## src/rtl/dmem_bridge_pkg.sv

```systemverilog
// dmem_bridge_pkg
//   Types and constants shared by the processor-to-bus data-memory bridge.
//   - state_e          : bridge FSM state, plain binary encoding
//   - TIMEOUT_DEFAULT  : default bus-wait cycles before a transaction aborts
//   - TIMER_W          : width of the timeout counter (covers 1..1023)
package dmem_bridge_pkg;

    typedef enum logic [1:0] {
        ST_IDLE = 2'd0,
        ST_REQ  = 2'd1,
        ST_WAIT = 2'd2,
        ST_DONE = 2'd3
    } state_e;

    localparam int unsigned TIMEOUT_DEFAULT = 255;
    localparam int unsigned TIMER_W         = 10;

endpackage

```

## src/rtl/dmem_bridge_timer.sv

```systemverilog
// bridge_timer
//   Bus-wait timeout counter for dmem_bridge.
//   Ports:
//     clk        : clock, rising edge
//     reset      : asynchronous active-low reset
//     clear_i    : restart the count from zero
//     enable_i   : count this cycle
//     expired_o  : this enabled cycle is the TIMEOUT_CYCLES-th one
module bridge_timer
    import dmem_bridge_pkg::*;
#(
    parameter int unsigned TIMEOUT_CYCLES = TIMEOUT_DEFAULT
) (
    input  logic clk,
    input  logic reset,
    input  logic clear_i,
    input  logic enable_i,
    output logic expired_o
);

    localparam logic [TIMER_W-1:0] LAST = TIMER_W'(TIMEOUT_CYCLES - 1);

    logic [TIMER_W-1:0] cnt_q;

    always_ff @(posedge clk or negedge reset) begin
        if (!reset) begin
            cnt_q <= '0;
        end else if (clear_i) begin
            cnt_q <= '0;
        end else if (enable_i) begin
            cnt_q <= cnt_q + TIMER_W'(1);
        end
    end

    // Flagged one cycle early so the FSM leaves exactly when the count
    // would reach TIMEOUT_CYCLES.
    assign expired_o = enable_i && (cnt_q == LAST);

endmodule

```

## src/rtl/dmem_bridge.sv

```systemverilog
// dmem_bridge
//   Bridges a stalling processor memory stage onto a valid/ready request bus
//   with a separate response strobe. One transaction outstanding at a time.
//   Ports:
//     clk, reset                 : clock, asynchronous active-low reset
//     p_addr/p_wdata/p_wmask     : processor address, store data, byte mask
//     p_wen/p_ren                : processor store / load request
//     p_rdata                    : load data, updated on completion, held otherwise
//     p_stall                    : processor must hold its request while high
//     b_valid/b_ready            : bus request handshake
//     b_addr/b_wdata/b_wstrb/b_write : latched bus request fields
//     b_rsp_valid/b_rdata        : bus response
//     bus_err                    : sticky timeout flag
module dmem_bridge
    import dmem_bridge_pkg::*;
#(
    parameter int unsigned TIMEOUT_CYCLES = TIMEOUT_DEFAULT
) (
    input  logic        clk,
    input  logic        reset,
    input  logic [31:0] p_addr,
    input  logic [31:0] p_wdata,
    input  logic [3:0]  p_wmask,
    input  logic        p_wen,
    input  logic        p_ren,
    output logic [31:0] p_rdata,
    output logic        p_stall,
    output logic        b_valid,
    input  logic        b_ready,
    output logic [31:0] b_addr,
    output logic [31:0] b_wdata,
    output logic [3:0]  b_wstrb,
    output logic        b_write,
    input  logic        b_rsp_valid,
    input  logic [31:0] b_rdata,
    output logic        bus_err
);

    state_e      state_q;
    logic        b_valid_q;
    logic [31:0] b_addr_q;
    logic [31:0] b_wdata_q;
    logic [3:0]  b_wstrb_q;
    logic        b_write_q;
    logic [31:0] p_rdata_q;
    logic        bus_err_q;

    logic        wr_req_d;
    logic        request_d;
    logic        expired;
    logic        unused_addr_lsb;

    // A store with an empty mask is not a request; store wins over load.
    assign wr_req_d  = p_wen && (p_wmask != '0);
    assign request_d = wr_req_d || p_ren;

    assign unused_addr_lsb = ^p_addr[1:0];

    bridge_timer #(
        .TIMEOUT_CYCLES(TIMEOUT_CYCLES)
    ) u_timer (
        .clk      (clk),
        .reset    (reset),
        .clear_i  ((state_q == ST_IDLE) && request_d),
        .enable_i ((state_q == ST_REQ) || (state_q == ST_WAIT)),
        .expired_o(expired)
    );

    always_ff @(posedge clk or negedge reset) begin
        if (!reset) begin
            state_q   <= ST_IDLE;
            b_valid_q <= 1'b0;
            b_addr_q  <= '0;
            b_wdata_q <= '0;
            b_wstrb_q <= '0;
            b_write_q <= 1'b0;
            p_rdata_q <= '0;
            bus_err_q <= 1'b0;
        end else begin
            case (state_q)
                ST_IDLE: begin
                    if (request_d) begin
                        b_addr_q  <= {p_addr[31:2], 2'b00};
                        b_wdata_q <= p_wdata;
                        b_wstrb_q <= wr_req_d ? p_wmask : '0;
                        b_write_q <= wr_req_d;
                        b_valid_q <= 1'b1;
                        state_q   <= ST_REQ;
                    end
                end
                ST_REQ: begin
                    // Timeout beats a same-cycle accept; any response strobe
                    // seen here is not for this request and is dropped.
                    if (expired) begin
                        b_valid_q <= 1'b0;
                        p_rdata_q <= '0;
                        bus_err_q <= 1'b1;
                        state_q   <= ST_DONE;
                    end else if (b_ready) begin
                        b_valid_q <= 1'b0;
                        state_q   <= ST_WAIT;
                    end
                end
                ST_WAIT: begin
                    // A response arriving in the final counted cycle is honoured.
                    if (b_rsp_valid) begin
                        if (!b_write_q) begin
                            p_rdata_q <= b_rdata;
                        end
                        state_q <= ST_DONE;
                    end else if (expired) begin
                        p_rdata_q <= '0;
                        bus_err_q <= 1'b1;
                        state_q   <= ST_DONE;
                    end
                end
                ST_DONE: begin
                    state_q <= ST_IDLE;
                end
                default: begin
                    state_q <= ST_IDLE;
                end
            endcase
        end
    end

    assign p_stall = ((state_q == ST_IDLE) && request_d) ||
                     (state_q == ST_REQ) || (state_q == ST_WAIT);
    assign p_rdata = p_rdata_q;
    assign b_valid = b_valid_q;
    assign b_addr  = b_addr_q;
    assign b_wdata = b_wdata_q;
    assign b_wstrb = b_wstrb_q;
    assign b_write = b_write_q;
    assign bus_err = bus_err_q;

endmodule

```

## config.mk

```make
export PLATFORM = sky130hd
export DESIGN_NAME = dmem_bridge
export DESIGN_NICKNAME = d
export VERILOG_FILES = /design/src/rtl/dmem_bridge_pkg.sv /design/src/rtl/dmem_bridge_timer.sv /design/src/rtl/dmem_bridge.sv
export SDC_FILE = /design/constraint.sdc
export NUM_CORES = 1
export LEC_CHECK = 0
export CORE_MARGIN = 5
export CORE_UTILIZATION = 41
export DETAILED_ROUTE_END_ITERATION = 6
export PLACE_DENSITY_LB_ADDON = 0.1
export SYNTH_ARGS = -nofsm -noshare
export SYNTH_HDL_FRONTEND = slang
export SYNTH_SLANG_ARGS = --single-unit
```

## constraint.sdc

```tcl
create_clock -name clk -period 2.15 [get_ports clk]
set_input_delay 0.43 -clock clk [delete_from_list [all_inputs] [get_ports clk]]
set_output_delay 0.43 -clock clk [all_outputs]
set_load 0.005 [all_outputs]
```

Word-level counts from Yosys, hierarchy flattened
Index checks and enable logic that the tools add are counted.
W data, S select, Z words.
- flip-flop bits (word level): 113
- bits in latches: 0
- RAM bits: 0
- ROM bits: 0
- bits of input ports: 106
- logic and storage cells: 56
- memories kept: 0
- add/subtract/negate cells: 1
- $mul: 0
- divide/modulo/power cells: 0
- magnitude comparators: 0
- equal/unequal tests: 9
- shift-type cells: 0
- multiplexer cells: 20
- bitwise operators: 0
- reductions and logical operators: 17
- operator list (operator ; number):
    $mux W32 ; 3
    $pmux W32 S2 ; 1
    $mux W10 ; 2
    $add A10 B1 Y10 const B ; 1
    $eq A10 B8 Y1 const B ; 1
    $mux W2 ; 5
    $ne A3 B3 Y1 const B ; 3
    $pmux W2 S4 ; 1
    $reduce_and A2 Y1 ; 3
    $reduce_and A3 Y1 ; 2
    $reduce_bool A2 Y1 ; 3
    $mux W1 ; 5
    $eq A2 B2 Y1 const B ; 2
    $logic_or A1 B1 Y1 ; 4
    $mux W4 ; 1
    $ne A2 B2 Y1 const B ; 2
    $pmux W1 S2 ; 2
    $reduce_bool A4 Y1 ; 1
    $logic_and A1 B1 Y1 ; 3
    $eq A2 B1 Y1 const B ; 1
    $logic_not A2 Y1 ; 1

Logic depth before layout (Yosys ltp)
- depth after elaboration: 6
- gate-level depth with buffers: 8
- gate-level depth less buffers: 6

Cells and area by module
Synthesis repeated with hierarchy kept, for this count alone.
- cells, all modules: 303
- area, all modules: 4439.3 um^2
- modules (own cells, without submodules) (module ; times used ; cells each ; area an instance (um^2) ; sequential area each (um^2)):
    dmem_bridge ; 1 ; 250 ; 3913.8 ; 2577.5
    bridge_timer ; 1 ; 53 ; 525.5 ; 250.2

Worst setup path before layout
Ideal clock, no wire load.
- kind: input to output
- start: input p_wmask[2]
- end: output p_stall
- arrival time: 1.443 ns
- data required time: 1.720 ns
- setup slack: 0.277 ns
- stages: 5
- path buffers: 2
- cell sequence: o41a_1 > o21ai_2 > buf_4 > buf_4 > nand2_1
- longest elaborated chain between the ends: 6
- RTL lines (element ; RTL line ; source):
    from (decl) ; dmem_bridge.sv:23 ; input logic [3:0] p_wmask,
    $reduce_bool A4 Y1 ; dmem_bridge.sv:54 ; assign wr_req_d = p_wen && (p_wmask != '0);
    $logic_and A1 B1 Y1 ; dmem_bridge.sv:54 ;
    $logic_or A1 B1 Y1 ; dmem_bridge.sv:55 ; assign request_d = wr_req_d || p_ren;
    $logic_and A1 B1 Y1 ; dmem_bridge.sv:127 ; assign p_stall = ((state_q == ST_IDLE) && request_d) ||
    $logic_or A1 B1 Y1 ; dmem_bridge.sv:127 ;
    $logic_or A1 B1 Y1 ; dmem_bridge.sv:128 ; (state_q == ST_REQ) || (state_q == ST_WAIT);
    to (decl) ; dmem_bridge.sv:27 ; output logic p_stall,
No other way between the ends.

Final worst setup path
- start: input p_wmask[3]
- end: output p_stall
Same word-level chain as after synthesis.

==> impl_metrics.py <==
metrics = {
    "clocking": {
        "cts.root.buffer_cell": "sky130_fd_sc_hd__clkbuf_8",
        "tritoncts.num_buffers": 17,
        "clk_pin_slew_worst_paths_ns": 0.06,
        "cts.sink_count": 113,
        "clock_insertion_delay_worst_skew_ns": 0.51,
        "cts_setup_buffers": 0,
        "cts_buffer_depth": 2,
        "h-tree-depth": 4,
        "tritoncts": "done",
    },
    "synth": {
        "synth-async-reset-ratio_pct": 100.0,
        "synth_common_cells": "sky130_fd_sc_hd__nand2_1 (191), sky130_fd_sc_hd__dfrtp_1 (113), sky130_fd_sc_hd__a22o_1 (33)",
        "synth_warnings": 0,
        "synth_enable_flop_cells": 0,
        "synth_flop_cell": "sky130_fd_sc_hd__dfrtp_1",
        "synthCells": 430,
        "synth_seq_area_share_pct": 63.43,
        "synth.most_common_cell": "sky130_fd_sc_hd__nand2_1",
        "netlist.area_leader.share_pct": 63.43,
        "synth_largest_area_cell": "sky130_fd_sc_hd__dfrtp_1",
        "syn_area_per_cell_um2": 10.37,
        "netlist_area_mm2": 0.004458,
        "count_of_state_elements_after_synthesis": 113,
        "ys_top_cells_by_area": "sky130_fd_sc_hd__dfrtp_1 (63%), sky130_fd_sc_hd__nand2_1 (16%), sky130_fd_sc_hd__a22o_1 (6.5%)",
        "ys_types": 37,
    },
    "status": {
        "run_status": "complete, no violations",
    },
    "timing": {
        "post-route-worst-setup-slack_ns": 0.07012,
        "final.setup_skew_ns": 0.007172,
        "final_max_slew_viol_count": 0,
        "fmaxAchievable_ghz": 0.4808,
        "worst_slew_pin_slew_ns": 0.7049,
        "setup-tns-final_ns": 0,
        "timing.final.crit_period_ns": 2.080,
        "final.period_utilization_pct": 96.74,
        "setup_viol": 0,
        "setup_repair_after_global_routing_missed_its_margin": "false",
        "slew_headroom_pct": 53.00,
        "hold_violations": 0,
    },
    "worst_setup_path": {
        "critical_path_peak_fanout": 2,
        "crit_required_ns": 1.72,
        "worst-setup-path-type": "primary input to primary output",
        "critical_path_arrival_ns": 1.65,
        "worst_setup_path_end_kind": "primary output",
        "critical_path.startpoint_type": "primary input",
    },
    "flow_run": {
        "cap_violations": 0,
    },
    "cells_and_area": {
        "area_growth_pct": 63.32,
        "nFillCells": 878,
        "finish.utilization_pct": 67.76,
        "diodes": 0,
        "drive_gt1_share_pct": 8.663,
        "num-nets-final": 757,
    },
    "drt": {
        "drc": 0,
        "antenna_violating_nets_post_route": 0,
        "drt-initial-drc-count": 212,
        "routedWlPerCell_um": 15.73,
        "wl_mm": 12.55,
        "drt_pre_antenna_iters": 4,
        "vias_per_cell": 4.830,
        "vias": 3854,
    },
    "floorplan": {
        "placementRows": 38,
        "design.portCount": 210,
        "fp.dieW_um": 114.3,
        "design.die.area_mm2": 0.01306,
        "initial_utilization_pct": 41.49,
        "core_area_mm2": 0.01075,
        "fp.dieH_um": 114.3,
    },
    "pwr": {
        "power_density_mw_per_mm2": 1417,
        "report.power.total_mw": 10.32,
        "cellLeakagePower_nw": 3.451,
        "vdd.ir_drop.worst_uv": 575.8,
    },
    "min_path": {
        "timing.hold.worst.class": "primary input to flop",
    },
    "global_route": {
        "grt_antenna_before_repair": 0,
        "gr-usage-met3_pct": 7.347,
        "grt_pass1_wl_mm": 20.10,
        "gr-max-usage-layer": "met2",
        "gr-usage-met2_pct": 32.20,
        "grt_overflow": 0,
        "globalRouteMet1Util_pct": 24.19,
        "globalRouteTotalUtil_pct": 19.69,
        "first_global_vias": 4006,
        "grt_start_max_net_pins": 68,
    },
    "placement": {
        "portBuffers": 205,
        "dpl.hpwl_mm": 9.261,
        "dp_slack_ns": -0.2891,
        "place_congestion": 0.7640,
    },
}
-- cell type report --
| type | instances | area, um^2 | area share, % |
|---|---|---|---|
| clock buffers | 18 | 427.9 | 5.877 |
| clock inverters | 14 | 131.4 | 1.804 |
| inverters | 5 | 18.77 | 0.2578 |
| multi-input cells | 288 | 1500 | 20.60 |
| flip-flops and latches | 113 | 2828 | 38.84 |
| well taps | 140 | 175.2 | 2.406 |
| repair buffers | 220 | 2200 | 30.21 |
-- where the power goes --
group	switching, mW	internal, mW	leakage, nW
clock network	1.02	1.57	0.265
logic	1.72	2.41	1.76
registers	0.530	3.06	1.42
-- cells in the final DEF (no fill, tap or decap), types with 4 or more instances in the layout --
cell type | netlist | routed
sky130_fd_sc_hd__clkdlybuf4s50_1 | 0 | 202
sky130_fd_sc_hd__clkinvlp_4 | 0 | 4
sky130_fd_sc_hd__buf_4 | 5 | 12
sky130_fd_sc_hd__a32o_1 | 4 | 4
sky130_fd_sc_hd__nor2_1 | 11 | 9
sky130_fd_sc_hd__nand2_1 | 191 | 191
sky130_fd_sc_hd__inv_6 | 0 | 4
sky130_fd_sc_hd__inv_1 | 5 | 5
sky130_fd_sc_hd__dfrtp_1 | 113 | 113
sky130_fd_sc_hd__ha_1 | 6 | 6
sky130_fd_sc_hd__xnor2_1 | 4 | 4
sky130_fd_sc_hd__clkbuf_16 | 0 | 16
sky130_fd_sc_hd__a22o_1 | 33 | 33
-- logic make-up (layout without fill, tap and decap cells) --
| kind of cell | after synthesis | after routing | synth area share, % |
|---|---|---|---|
| compound gates | 53 | 53 | 10.05 |
| xor+xnor | 7 | 7 | 1.375 |
| fa+ha+maj | 6 | 6 | 1.684 |
| buf+inv | 30 | 257 | 3.396 |
| flops | 113 | 113 | 63.43 |
| mux | 2 | 2 | 0.4771 |
| other cells | 1 | 2 | 0.08412 |
| simple gates | 218 | 218 | 19.51 |
-- sequential cells by signal (all words and copies together), names as in the netlist, 2 cells and up --
register,count
u_timer.cnt_q,10
p_rdata,32
b_addr,30
state_q,2
b_wstrb,4
b_wdata,32
-- stage by stage --
step | cell area, um^2 | std cells | hold WS (ns)
after global placement | 6711 | 765 | 0.3854
after floorplan | 4462 | 431 | 0.1344
after global routing | 7281 | 798 | 0.2347
after CTS | 7276 | 798 | 0.3911
final | 7281 | 798 | 0.2328
after detailed placement | 6711 | 765 | 0.3900
-- worst max-delay path, stage by stage --
cell	delay, ns
sky130_fd_sc_hd__clkdlybuf4s50_1	0.42
sky130_fd_sc_hd__o41a_1	0.47
sky130_fd_sc_hd__o21ai_4	0.14
sky130_fd_sc_hd__nand2_1	0.06
sky130_fd_sc_hd__buf_2	0.12
-- metal layers --
metal / part of all wire, % / vias up
met3: 8.8 / 18
met5: 0 / -
met4: 1.7 / 0
met1: 41 / 1838
met2: 48 / 153
li1: - / 1845
-- worst paths after layout --
kind	startpoint	endpoint	slack [ns]	depth (start not counted)
worst max register to register	state_q[0]$_DFFE_PN0P_	state_q[1]$_DFFE_PN0P_	0.29	6
max in group asynchronous	reset	b_wdata[19]$_DFFE_PN0P_	1.12	3
worst max-delay path	p_wmask[3]	p_stall	0.07	5
worst min-delay path	p_wmask[1]	b_wstrb[1]$_DFFE_PN0P_	0.23	2
worst min register to register	bus_err$_DFFE_PN0P_	bus_err$_DFFE_PN0P_	0.46	1
min in group asynchronous	reset	b_addr[23]$_DFFE_PN0P_	0.39	2
-- repair_timing --
item | CTS | global route
gates cloned | 0 | 0
gates resized for setup | 4 | 2
endpoints found under the hold margin | 28 | 0
pin swaps | 2 | 2
setup endpoints to repair | 1 | 1
hold buffers | 1 | 0
Power figures use the tool's default switching activity.
